### config.mk
export PLATFORM = sky130hd
export DESIGN_NAME = minicpu_ctrl
export DESIGN_NICKNAME = d
export VERILOG_FILES = /design/src/rtl/minicpu_pkg.sv /design/src/rtl/minicpu_ctrl.sv
export SDC_FILE = /design/constraint.sdc
export NUM_CORES = 1
export LEC_CHECK = 0
export CAP_MARGIN = 20
export CORE_AREA = 2 2 41 72
export CTS_CLUSTER_DIAMETER = 150
export DETAILED_ROUTE_END_ITERATION = 7
export DIE_AREA = 0 0 43 74
export PLACE_DENSITY = 0.85
export SYNTH_ARGS = -nofsm -noshare
export SYNTH_HDL_FRONTEND = slang
export SYNTH_SLANG_ARGS = --single-unit
### constraint.sdc
create_clock -name clk -period 1.7 [get_ports clk]
set_clock_uncertainty 0.15 [all_clocks]
set_input_delay 0.255 -clock clk [delete_from_list [all_inputs] [get_ports clk]]
set_output_delay 0.255 -clock clk [all_outputs]
set_load 0.05 [all_outputs]
### src/rtl/minicpu_pkg.sv
// Shared definitions for the MiniCPU controller: opcodes, FSM encoding, ALU ops
// and the EXEC-stage instruction decoder.
package minicpu_pkg;

    localparam logic [3:0] OP_NOP  = 4'h0;
    localparam logic [3:0] OP_LDA  = 4'h1;
    localparam logic [3:0] OP_LDB  = 4'h2;
    localparam logic [3:0] OP_ADD  = 4'h3;
    localparam logic [3:0] OP_SUB  = 4'h4;
    localparam logic [3:0] OP_JMP  = 4'h5;
    localparam logic [3:0] OP_JZ   = 4'h6;
    localparam logic [3:0] OP_HALT = 4'hF;

    localparam logic ALU_ADD = 1'b0;
    localparam logic ALU_SUB = 1'b1;

    typedef enum logic [2:0] {
        ST_IDLE   = 3'd0,
        ST_FETCH  = 3'd1,
        ST_DECODE = 3'd2,
        ST_EXEC   = 3'd3,
        ST_HALT   = 3'd4
    } state_e;

    typedef struct packed {
        logic we_a;
        logic we_b;
        logic sel_alu;
        logic sel_imm;
        logic alu_op;
        logic upd_z;
        logic jmp;
        logic jz;
        logic halt;
    } exec_dec_t;

    // Control decode of one opcode; unknown opcodes fall through to all-zero (NOP).
    function automatic exec_dec_t exec_decode(input logic [3:0] opcode);
        exec_dec_t d;
        d = '0;
        case (opcode)
            OP_NOP: d = '0;
            OP_LDA: begin
                d.we_a    = 1'b1;
                d.sel_imm = 1'b1;
            end
            OP_LDB: begin
                d.we_b    = 1'b1;
                d.sel_imm = 1'b1;
            end
            OP_ADD: begin
                d.we_a    = 1'b1;
                d.sel_alu = 1'b1;
                d.alu_op  = ALU_ADD;
                d.upd_z   = 1'b1;
            end
            OP_SUB: begin
                d.we_a    = 1'b1;
                d.sel_alu = 1'b1;
                d.alu_op  = ALU_SUB;
                d.upd_z   = 1'b1;
            end
            OP_JMP:  d.jmp  = 1'b1;
            OP_JZ:   d.jz   = 1'b1;
            OP_HALT: d.halt = 1'b1;
            default: d = '0;
        endcase
        return d;
    endfunction

endpackage

### src/rtl/minicpu_ctrl.sv
// Multi-cycle fetch/decode/execute controller for the MiniCPU. Owns PC, IR and
// the zero flag, and drives register-file write strobes during EXEC.
module minicpu_ctrl
    import minicpu_pkg::*;
#(
    parameter int PC_W   = 4,
    parameter int DATA_W = 8
) (
    input  logic              clk,
    input  logic              rst_n,
    input  logic              run,
    output logic [PC_W-1:0]   rom_addr,
    input  logic [7:0]        rom_data,
    input  logic [DATA_W-1:0] alu_result,
    output logic              alu_op,
    output logic              we_a,
    output logic              we_b,
    output logic [DATA_W-1:0] data_in,
    output logic              halted,
    output logic              busy
);

    state_e            state_q, state_d;
    logic [PC_W-1:0]   pc_q, pc_d;
    logic [7:0]        ir_q, ir_d;
    logic              z_q, z_d;

    exec_dec_t         dec_s;
    logic [PC_W-1:0]   imm_pc_s;
    logic [DATA_W-1:0] imm_data_s;

    // State, PC, IR and zero-flag registers.
    always_ff @(posedge clk or negedge rst_n) begin
        if (!rst_n) begin
            state_q <= ST_IDLE;
            pc_q    <= '0;
            ir_q    <= 8'h00;
            z_q     <= 1'b0;
        end else begin
            state_q <= state_d;
            pc_q    <= pc_d;
            ir_q    <= ir_d;
            z_q     <= z_d;
        end
    end

    // Zero-extended immediate in both PC and data widths.
    always_comb begin
        imm_pc_s        = '0;
        imm_pc_s[3:0]   = ir_q[3:0];
        imm_data_s      = '0;
        imm_data_s[3:0] = ir_q[3:0];
        dec_s           = exec_decode(ir_q[7:4]);
    end

    // Next-state logic and EXEC-stage register-file controls.
    always_comb begin
        state_d = state_q;
        pc_d    = pc_q;
        ir_d    = ir_q;
        z_d     = z_q;
        we_a    = 1'b0;
        we_b    = 1'b0;
        data_in = '0;
        alu_op  = ALU_ADD;
        case (state_q)
            ST_IDLE: begin
                if (run) begin
                    state_d = ST_FETCH;
                end else begin
                    state_d = ST_IDLE;
                end
            end
            ST_FETCH:  state_d = ST_DECODE;
            ST_DECODE: begin
                ir_d    = rom_data;
                state_d = ST_EXEC;
            end
            ST_EXEC: begin
                we_a   = dec_s.we_a;
                we_b   = dec_s.we_b;
                alu_op = dec_s.alu_op;
                if (dec_s.sel_alu) begin
                    data_in = alu_result;
                end else if (dec_s.sel_imm) begin
                    data_in = imm_data_s;
                end else begin
                    data_in = '0;
                end
                if (dec_s.upd_z) begin
                    z_d = (alu_result == '0);
                end else begin
                    z_d = z_q;
                end
                // HALT freezes the PC so rom_addr keeps pointing at the HALT.
                if (dec_s.halt) begin
                    pc_d    = pc_q;
                    state_d = ST_HALT;
                end else begin
                    if (dec_s.jmp || (dec_s.jz && z_q)) begin
                        pc_d = imm_pc_s;
                    end else begin
                        pc_d = pc_q + PC_W'(1);
                    end
                    if (run) begin
                        state_d = ST_FETCH;
                    end else begin
                        state_d = ST_IDLE;
                    end
                end
            end
            ST_HALT: state_d = ST_HALT;
            default: state_d = ST_IDLE;
        endcase
    end

    assign rom_addr = pc_q;
    assign halted   = (state_q == ST_HALT);
    assign busy     = (state_q != ST_IDLE) && (state_q != ST_HALT);

endmodule

; ---- Yosys cells after proc, flatten, opt, wreduce, memory -nomap -nowiden
; Cells that the tools add are included.
[word_totals]
inputBits = 19
word_cells = 47
regBits = 16
out_inout_bits = 17
[classes]
add_sub_neg = 1
mux = 18
bitwise_logic = 1
eq_ne = 12
reduce_logical = 11
[ops]
columns = cell, count
row1 = 8-bit two-way mux, 2
row2 = 3-bit one-hot mux with 5 select lines, 1
row3 = 4-bit by 3-bit == test with 1-bit output (second input constant), 3
row4 = 1-bit two-way mux, 11
row5 = 4-bit by 2-bit == test with 1-bit output (second input constant), 2
row6 = 8-bit logical NOT, 1
row7 = 4-bit two-way mux, 2
row8 = 3-bit by 2-bit == test with 1-bit output (second input constant), 2
row9 = 4-bit by 1-bit adder with 4-bit output (second input constant), 1
row10 = 4-bit by 1-bit == test with 1-bit output (second input constant), 1
row11 = 4-bit == test (second input constant), 1
row12 = 2-bit one-hot mux with 2 select lines, 1
row13 = 2-bit AND reduction, 2
row14 = 2-bit OR reduction, 2
row15 = 3-bit by 1-bit == test with 1-bit output (second input constant), 1
row16 = 3-bit == test (second input constant), 1
row17 = 3-bit logical NOT, 1
row18 = 3-bit two-way mux, 1
row19 = 3-bit != test (second input constant), 1
row20 = 3-bit nonzero test, 1
row21 = 3-bit OR reduction, 1
row22 = 1-bit logical AND, 2
row23 = 1-bit logical OR, 1
row24 = 1-bit inverter, 1

; ---- Logic depth before layout (Yosys ltp)
[logic_depth]
word_depth = 6
depth_mapped = 5
ltp_nobuf = 4

; ---- Worst setup path before layout
; Ideal clock, no wire load.
[synth_path]
path_type = reg-to-output
startpoint = reg state_q[2]
endpoint = out alu_op
setup_slack_ns = -0.965
required_ns = 1.295
stages_incl_launch_ff = 4
n_path_buf = 1
arrival_ns = 2.260
path_cell_list = dfrtp_1 -> nand3b_1 -> buf_2 -> nor4_1
[synth_via]
elab_chain_len = 2
[synth_lines]
columns = element, line_no
row1 = "start, declared", minicpu_ctrl.sv:23  ; state_e state_q, state_d;
row2 = "start signal, assigned", minicpu_ctrl.sv:40  ; state_q <= state_d;
row3 = 3-bit by 2-bit == test with 1-bit output, minicpu_ctrl.sv:66  ; case (state_q)
row4 = 1-bit two-way mux, minicpu_ctrl.sv:66
row5 = "end, declared", minicpu_ctrl.sv:15  ; output logic alu_op,
; No other way between the ends.

; ---- Worst setup path after layout
[layout_path]
startpoint = reg ir_q[4]
endpoint = out data_in[4]
[layout_via]
elab_chain_len = 5
[layout_lines]
columns = element, line_no
row1 = "start, declared", minicpu_ctrl.sv:25  ; logic [7:0] ir_q, ir_d;
row2 = "start signal, assigned", minicpu_ctrl.sv:42  ; ir_q <= ir_d;
row3 = 4-bit by 3-bit == test with 1-bit output or 4-bit by 2-bit == test with 1-bit output (tied branches), minicpu_pkg.sv:41  ; case (opcode)
row4 = 2-bit OR reduction (no source line) *, --
row5 = 1-bit two-way mux *, minicpu_pkg.sv:41
row6 = 8-bit two-way mux *, minicpu_ctrl.sv:83  ; if (dec_s.sel_alu) begin
row7 = 8-bit two-way mux *, minicpu_ctrl.sv:66
row8 = "end, declared", minicpu_ctrl.sv:18  ; output logic [DATA_W-1:0] data_in,
; Every way passes the cells marked *; elsewhere a longest branch is shown, timed or not.

==> flow_summary.toml <==
[detailed_routing]
drc_errors = 0
drtIter0Drc = 44
routedWlPerCell_um = 19.2
final_antenna_net_count = 0
routed_wl_um = 3730
vias = 1105
via_per_inst = 5.70
drtPass1Iterations = 4

[floorplanning]
die_area_um2 = 3180
boundaryPins = 36
die_height_um = 74
rows = 25
core_um2 = 2630
start_util_pct = 38.3
die_w_um = 43

[cts]
numCtsBuffers = 3
h-tree-depth = 1
cts_buffer_depth = 2
cts_tree = "yes"
clockRootBuffer = "clkbuf_8"
clock_latency_ns = 0.26
clock-sinks = 16
path_clk_slew_ns = 0.06

[job]
cap_violations = 0

[cells_and_area]
fin_nets = 189
final_common_cell = "buf_4"
stdcell_area_um2 = 2040
drive_gt1_share_pct = 56.9
final_cell_mix = "buf_4, clkdlybuf4s50_1, buf_12"
synthToLayoutAreaGrowth_pct = 102
postLayoutCoreUtil_pct = 77.6
stdcell_count = 194
diodes = 0

[synth]
syn_area_um2 = 1010
ys_seq_area_share_pct = 39.8
ys_seq_elements = 16
synth_warnings = 0
synth_edf_count = 0
synth_cell_types = 41
syn-num-nets = 120
synth_cells = 100
ys_async_sr_fraction_pct = 100
avgSynthCellArea_um2 = 10.1
synth_flop_cell = "dfrtp_1"

[global_routing]
grt_pass1_vias = 1164
grt_pass1_wl_um = 5440
antenna_found_initial = 0
gr-usage-all-layers_pct = 23.0
gr-total-overflow = 0
grt_max_degree = 17

[pwr]
p_leak_nw = 0.852
vdd_drop_max_mv = 1.23
powerDensity_nw_per_um2 = 2030

[timing]
worst_pin_slew_ns = 0.303
finalMaxSlewViolations = 0
rsz0062_at_grt = "yes"
finalHoldViolCount = 0
setup_viol = 16
fmax_ghz = 0.470
fin_ws_ns = -0.427
post-route-min-period_ns = 2.13
slew_headroom_pct = 79.8
holdWs_ns = 0.176
post-route-period-util_pct = 125

[setup_path]
path_delay_family = "simple AND/OR/NAND/NOR gates"
cp_max_fo = 5
critPathArrivalTime_ns = 1.72
max_stage_delay_ns = 0.43
critPathSlowestCell = "or3b_4"
worstPathCellList = "or3b_4, a21oi_4, and2b_2, and2_4, buf_12"
critPathBufInv = 1
crit_required_ns = 1.29
cp-end-kind = "output pin"
crit_path_start_kind = "flop"
path_class = "reg2out"

[placement]
gp_congestion = 0.822
post-place-ws_ns = -0.185
dp_hpwl_um = 2400
dp.cells = 175
place_area_um2 = 1740
portBuffers = 35

[min_path]
hold_path.class = "in2async"

[outcome]
violations = "setup timing"
status = "finished, violations left"
==> state kept, by name (all words and copies together), names as in the netlist <==
signal,flops
z_q,1
rom_addr,4
state_q,3
ir_q,8
==> path summary, 6_finish.rpt <==
kind	slack (ns)	from	to	cells past startpoint
setup / recovery	-0.43	ir_q[4]	data_in[4]	5
hold / removal	0.18	rst_n	ir_q[4]	2
setup reg to reg	-0.15	ir_q[4]	z_q	7
hold reg to reg	0.41	ir_q[6]	ir_q[6]	1
max in group asynchronous	1.02	rst_n	ir_q[7]	2
min in group clk	0.41	ir_q[6]	ir_q[6]	1
==> final cells by class <==
type | count | area [um^2]
Clock buffer | 3 | 41.3
Fill cell | 175 | 589
Inverter | 5 | 18.8
Multi-Input combinational cell | 74 | 731
Sequential cell | 16 | 402
Tap cell | 27 | 33.8
Timing Repair Buffer | 69 | 812
==> per-stage QoR <==
step	power, mW	setup TNS [ns]
2_1_floorplan	2.18	-1.71
3_3_place_gp	3.01	-0.747
3_5_place_dp	3.12	-1.26
4_1_cts	3.63	-4.04
5_1_grt	4.31	-5.41
6_report	4.13	-4.52
==> report_power, final <==
group	switching [mW]	total, mW	leakage (nW)	internal (mW)
clock	0.136	0.293	0.0216	0.158
combinational	1.51	3.03	0.640	1.53
sequential	0.229	0.804	0.190	0.576
==> cell families (layout without fill, tap and decap cells) <==
kind of cell	count (synthesis)	in the layout	share of synthesized area (%)
adder cells (fa/ha/maj)	1	1	1.24
AO/OA/AOI/OAI	21	21	16.4
flip-flops	16	16	39.8
buffers and inverters	10	77	5.22
multiplexers	10	10	10.9
AND/OR/NAND/NOR	40	40	24.7
XOR/XNOR	2	2	1.74
==> cells in the mapped netlist (2+ instances only) <==
master | instances | area share [%]
dfrtp_1 | 16 | 40
nor2_1 | 9 | 3.4
mux2_2 | 8 | 8.9
a22oi_1 | 6 | 4.5
inv_1 | 5 | 1.9
nand2_1 | 5 | 1.9
and2_1 | 4 | 2.5
nand2b_1 | 4 | 2.5
buf_2 | 3 | 1.5
nor4_1 | 3 | 1.9
mux2i_1 | 2 | 2.0
nand3_1 | 2 | 0.99
nand3b_1 | 2 | 1.5
nor3_1 | 2 | 0.99
o21ai_0 | 2 | 0.99
xnor2_1 | 2 | 1.7
==> metal layers <==
layer	wire (um)	vias to the layer above	GRT usage, %
met2	2180	41	45.5
met1	1280	551	22.9
met4	121	0	11.1
met5	0	-	0
li1	-	498	-
met3	148	15	2.67
==> repair_timing <==
item,4_1_cts,5_1_grt
hold buffers,0,0
setup buffers,6,10
pin swaps,6,10
resized for setup,11,22
setup endpoints to repair,15,22
Note: power is estimated with default switching activity, not from simulation.
==> patch 1, RTL diff (config.mk and constraints unchanged) <==
`pc_q` and `ir_q` no longer have a reset.
--- a/src/rtl/minicpu_ctrl.sv
+++ b/src/rtl/minicpu_ctrl.sv
@@ -35,4 +35,2 @@
             state_q <= ST_IDLE;
-            pc_q    <= '0;
-            ir_q    <= 8'h00;
             z_q     <= 1'b0;
@@ -40,6 +38,9 @@
             state_q <= state_d;
-            pc_q    <= pc_d;
-            ir_q    <= ir_d;
             z_q     <= z_d;
         end
+    end
+
+    always_ff @(posedge clk) begin
+        pc_q <= pc_d;
+        ir_q <= ir_d;
     end
Formal check against the unedited RTL: differs if rst_n is asserted again (counterexample within 10 cycles, from zero or initial values and one cycle with rst_n low); with rst_n held inactive, the same outputs for 10 cycles.
==> patch 1 against the original RTL <==
- the run still ends with negative setup slack left
- sequential cell count did not move
- worst setup slack better by 54 ps
- register-to-register slack worse by 50 ps
- area after synthesis fell by 6.7%
- cell area is 0.98% lower
- critical endpoint is now data_in[3]
- power down 26%
- global-route usage fell by 4.6 points
- routed wire length decreased by 17%
==> patch 1: results (changes against the original RTL) <==
- The sequential cell area fraction in the yosys report is 0.490 (+0.0925).
- The final reports fail on negative setup slack.
- The flow ran to the end, but the final reports show violations.
- The detailed placement HPWL was 2020 um (-16%).
- After synthesis, the most frequently instantiated cells are sky130_fd_sc_hd__edfxtp_1 (12), sky130_fd_sc_hd__nand3b_1 (6), sky130_fd_sc_hd__a21oi_1 (5), sky130_fd_sc_hd__mux2_1 (5), sky130_fd_sc_hd__nor2_1 (5).
- The number of enable flip-flop cells after synthesis is 12 (+12).
- The total nets after synthesis was 101 (-16%).
- The transition time at the pin with the least slew margin is 272 ps (-31.3 ps).
- The first-pass GRT wire length is 4370 um (-20%).
- The final net count came to 177 (-6.3%).
- The pin count of the biggest net entering global routing is 10 (-7).
- The post-synthesis async set-or-reset flop share is 0.250 (-0.750).
- For this design, the slowest cell found on the critical path is sky130_fd_sc_hd__edfxtp_1.
- The wire length reported by the detailed router came to 3090 um (-17%).
- The total congestion overflow was 0 (unchanged).
- The final weighted congestion of routability-driven global placement is 0.738 (-10%).
- Ranked by total cell area, the synthesized netlist is headed by sky130_fd_sc_hd__edfxtp_1 (38%), sky130_fd_sc_hd__dfrtp_1 (11%), sky130_fd_sc_hd__mux2_1 (6.0%), sky130_fd_sc_hd__nand3b_1 (4.8%), sky130_fd_sc_hd__a22oi_1 (3.2%).
- The cell leakage power is 0.788 nW (-7.5%).
- The fraction of layout cells with a size suffix above 1 is 0.583 (+0.0145).
- The initial detailed-routing violation count is 16 (-64%).
- The setup slack of the critical path after layout is -374 ps (+53.6 ps).
- The top fanout value on the critical path was 4 (-1).
- The maximum number of buffers from clock root to sink is 2 (unchanged).
- The number of vias per cell after detailed routing came to 5.19 (-9.0%).
- The setup TNS is -4090 ps (+434 ps).
- The final setup violation count came to 15 (-1).
- The critical path arrival is 1670 ps (-50 ps).
==> patch 1: changes by cell type after synthesis, moves of 5 or more <==
cell	change
sky130_fd_sc_hd__mux2_1	+5
sky130_fd_sc_hd__dfrtp_1	-12
sky130_fd_sc_hd__edfxtp_1	+12
sky130_fd_sc_hd__mux2_2	-6
==> patch 1: worst max-delay path, delay by kind of cell, from the launching register on <==
family,cells,cell delay (ps)
simple gates,1,240
buf+inv,3,480
flops,1,430
compound gates,2,270
==> patch 1: cell type report <==
cell class / instances / area (um^2)
tap: 27 / 33.8
multi-input combinational: 59 / 618
sequential: 16 / 460
fill: 160 / 609
inverter: 3 / 11.3
clock inverter: 1 / 3.75
clock buffer: 3 / 41.3
timing repair buffer: 74 / 850
==> patch 1: kinds of logic (layout without fill, tap and decap cells) <==
group | Yosys count | in the layout | share of synthesized area
adders and majority gates | 1 | 1 | 0.0133
DFF | 16 | 16 | 0.490
and+or+nand+nor | 33 | 33 | 0.230
xor gates and xnor gates | 3 | 3 | 0.0280
muxes | 9 | 9 | 0.105
AOI/OAI and AO/OA | 13 | 13 | 0.0999
buffers and inverters | 6 | 81 | 0.0333
==> patch 1: final timing paths <==
path                                  from  slack (ps)           to  depth (start not counted)
worst min register to register  state_q[2]         390   state_q[1]                          2
max in group asynchronous            rst_n        1150   state_q[0]                          1
min in group clk                state_q[2]         390   state_q[1]                          2
worst max register to register     ir_q[5]        -200  rom_addr[2]                          6
worst max-delay path               ir_q[4]        -370   data_in[3]                          6
worst min-delay path                 rst_n          70   state_q[1]                          1
==> patch 1: metrics by stage <==
stage / std cells / setup slack (ps) / instance area (um^2)
detailed placement: 159 / -130 / 1720
global placement: 159 / -127 / 1720
CTS: 169 / -375 / 1880
global route: 183 / -448 / 2020
floorplan: 81 / -112 / 1070
finish: 183 / -374 / 2020
==> patch 1: timing repair <==
| item | in CTS | in global routing |
|---|---|---|
| setup endpoints to repair | 16 | 21 |
| buffers inserted | 6 | 17 |
| gates resized for setup | 17 | 12 |
| pin swaps | 11 | 10 |
==> patch 1: report_power, final <==
part | leakage [nW] | switching [mW] | internal (mW)
combinational | 0.602 | 0.921 | 1.06
sequential | 0.162 | 0.144 | 0.626
clock | 0.0231 | 0.128 | 0.160
==> patch 1: per-layer routing <==
metal | vias to the layer above | GRT usage | wire length (um) | share of wire
met1 | 451 | 0.187 | 1060 | 0.34
met5 | - | 0 | 0 | 0
li1 | 451 | - | - | -
met2 | 38 | 0.360 | 1780 | 0.58
met3 | 9 | 0.0267 | 166 | 0.054
met4 | 0 | 0.0774 | 81 | 0.026
==> patch 2, RTL diff (config.mk and constraints unchanged) <==
Without the edit above. Change the parameter `DATA_W` from 8 to 10.
--- a/src/rtl/minicpu_ctrl.sv
+++ b/src/rtl/minicpu_ctrl.sv
@@ -6,3 +6,3 @@
     parameter int PC_W   = 4,
-    parameter int DATA_W = 8
+    parameter int DATA_W = 10
 ) (
Interface: changed (resized alu_result and data_in); port bits go from 36 to 40. The function was not compared with the original's and may differ.
==> patch 2 against the original RTL <==
- the flow still finishes with violations (negative setup slack)
- power down 2.6%
- sequential power down 1%
- cell area up 2.1%
- area after synthesis down 1.1%
- routed wire length up 0.96%
- via count down 0.90%
- utilization up 1.7 points
- sequential cell count unchanged
- register-to-register slack worse by 100 ps
- worst hold slack worse by 14 ps
- critical path depth up 1
- global-route usage up 0.63 points
- clock power up 18%
- worst setup slack worse by 110 ps
==> patch 2: results (changes against the original RTL) <==
- The run finished, with violations left.
- The final reports fail on negative setup slack.
- The worst reg-to-reg setup slack is -250 ps (-100 ps).
- The final setup violation count is 14 (-2).
- The routed length on met3 is 176 um (+19%).
- The share of cell area taken by muxes after synthesis is 0.132 (+0.0226).
- The clock insertion delay at the later pin of the skew report is 260 ps (about the same).
- The commonest cells after synthesis are sky130_fd_sc_hd__dfrtp_1 (16), sky130_fd_sc_hd__nor2_1 (11), sky130_fd_sc_hd__mux2_2 (9).
- The fraction of layout cells with a size suffix above 1 is 0.585 (+0.0159).
- The number of antenna violations at the first check in global routing is 0 (unchanged).
- The count of cell types in the netlist is 36 (-12%).
- The wire length reported by the detailed router is 3770 um (+0.96%).
- The count of buffers from port buffering is 39 (+11%).
- The top fanout value on the critical path came to 8 (+3).
- The worst setup path is of the flop to primary output kind.
- The setup slack of the critical path after layout was -539 ps (-112 ps).
- The count of cells along the worst register-to-register path is 5 (-2).
- The share of synthesized cell area in full adder, half adder and majority cells is 0.0126 (+0.000140).
- The largest vdd supply drop is 1.37 mV (+11%).
- The wire length on met2 is 2250 um (+3.1%).
- The total clock buffers created by CTS is 3 (unchanged).
- The relative slew slack is 0.696 (-0.102).
- The total routed wire length on the met1 layer came to 1220 um (-4.7%).
- The detailed placement HPWL is 2420 um (+0.94%).
- The first-pass GRT wire length came to 5550 um (+1.9%).
- The final net count was 194 (+2.6%).
- The delay of the slowest critical-path stage is 410 ps (-20 ps).
- The synthesized instance count is 102 (+2.0%).
- The average wire length per cell after detail routing is 19.0 um (-1.1%).
- Ranked by total cell area, the synthesized netlist is headed by sky130_fd_sc_hd__dfrtp_1 (40%), sky130_fd_sc_hd__mux2_2 (10%), sky130_fd_sc_hd__nor2_1 (4.1%), sky130_fd_sc_hd__a22oi_1 (3.8%), sky130_fd_sc_hd__and2_1 (3.8%).
- The post-detailed-placement cell area is 1820 um^2 (+4.8%).
- The total global routing track utilization came to 0.236 (+0.00626).
- The count of H-tree levels built during CTS is 1 (unchanged).
- The maximum number of buffers from clock root to sink was 2 (unchanged).
- The type of the tightest min-delay check is input port to asynchronous set/reset pin.
- The total nets after synthesis is 124 (+3.3%).
- The cell leakage power is 0.857 nW (+0.66%).
- The sequential cell area fraction in the yosys report is 0.402 (+0.00449).
- The clock transition time at the flip-flop clock pins of the worst setup and hold paths is 60 ps (about the same).
- The critical path arrival is 1830 ps (+110 ps).
- The cell at the root of the clock tree is sky130_fd_sc_hd__clkbuf_8.
- The slowest library cell on the worst path is sky130_fd_sc_hd__dfrtp_1.
- The final weighted congestion of routability-driven global placement is 0.839 (+2.1%).
- The uppermost signal routing layer after detailed routing is met4.
- The area share of xor/xnor cells in the synthesized design is 0.0176 (+0.000197).
- The compound-gate portion of the synthesized area is 0.136 (-0.0283).
- The antenna diode instance count was 0 (unchanged).
- The initial detailed-routing violation count is 24 (-45%).
- The via count of the first global-routing pass is 1206 (+3.6%).
- The number of placed cells counting well taps is 184 (+5.1%).
- The number of vias per cell after detailed routing is 5.53 (-2.9%).
-- patch 2: cell count changes in the layout (fill, tap and decap cells not counted), sizes merged, moves of 2 or more --
cell and change:
nor2 +2, or4 +2, clkdlybuf4s50 +2, inv -2, and2 +2
-- patch 2: area by class of cell --
cell class / count / area, um^2
flip-flops and latches: 16 / 402
multi-input cells: 78 / 738
fillers: 146 / 546
inverters: 3 / 11.3
well taps: 27 / 33.8
clock buffers: 4 / 55.1
repair buffers: 70 / 842
-- patch 2: per-stage QoR --
stage	hold slack, ps	setup TNS (ps)	setup slack, ps	power (mW)
6_report	162	-6070	-539	4.03
4_1_cts	169	-5190	-441	3.73
5_1_grt	188	-6830	-601	4.21
3_3_place_gp	350	-1430	-141	2.99
3_5_place_dp	349	-1930	-195	3.08
2_1_floorplan	-191	-1800	-156	2.10
-- patch 2: logic make-up after synthesis --
logic type,after synthesis
flip-flops,16
multiplexers,12
adder cells (fa/ha/maj),1
AND/OR/NAND/NOR,45
XOR/XNOR,2
AO/OA/AOI/OAI,18
buffers and inverters,8
-- patch 2: report_power, final --
group          switching (mW)  internal [mW]
sequential              0.233          0.561
clock                   0.141          0.206
combinational            1.46           1.43
-- patch 2: how the worst max path moves through the flow --
stage | endpoint | slack [ps] | cells after the start
6_report | data_in[2] | -540 | 6
5_1_grt | data_in[2] | -600 | 6
4_1_cts | data_in[1] | -440 | 6
3_5_place_dp | data_in[2] | -190 | 6
3_3_place_gp | z_q | -140 | 4
2_1_floorplan | data_in[4] | -160 | 5
-- patch 2: what timing repair did --
action                                  in CTS  in global routing
setup buffers                                7                  4
endpoints found under the setup margin      17                 20
gates resized for setup                     17                 17
pin swaps                                    5                 12
-- patch 2: per-layer routing --
metal,global-route usage,vias to the layer above
li1,-,503
met1,0.224,532
met2,0.461,48
met3,0.0316,12
met4,0.145,0
met5,0,-
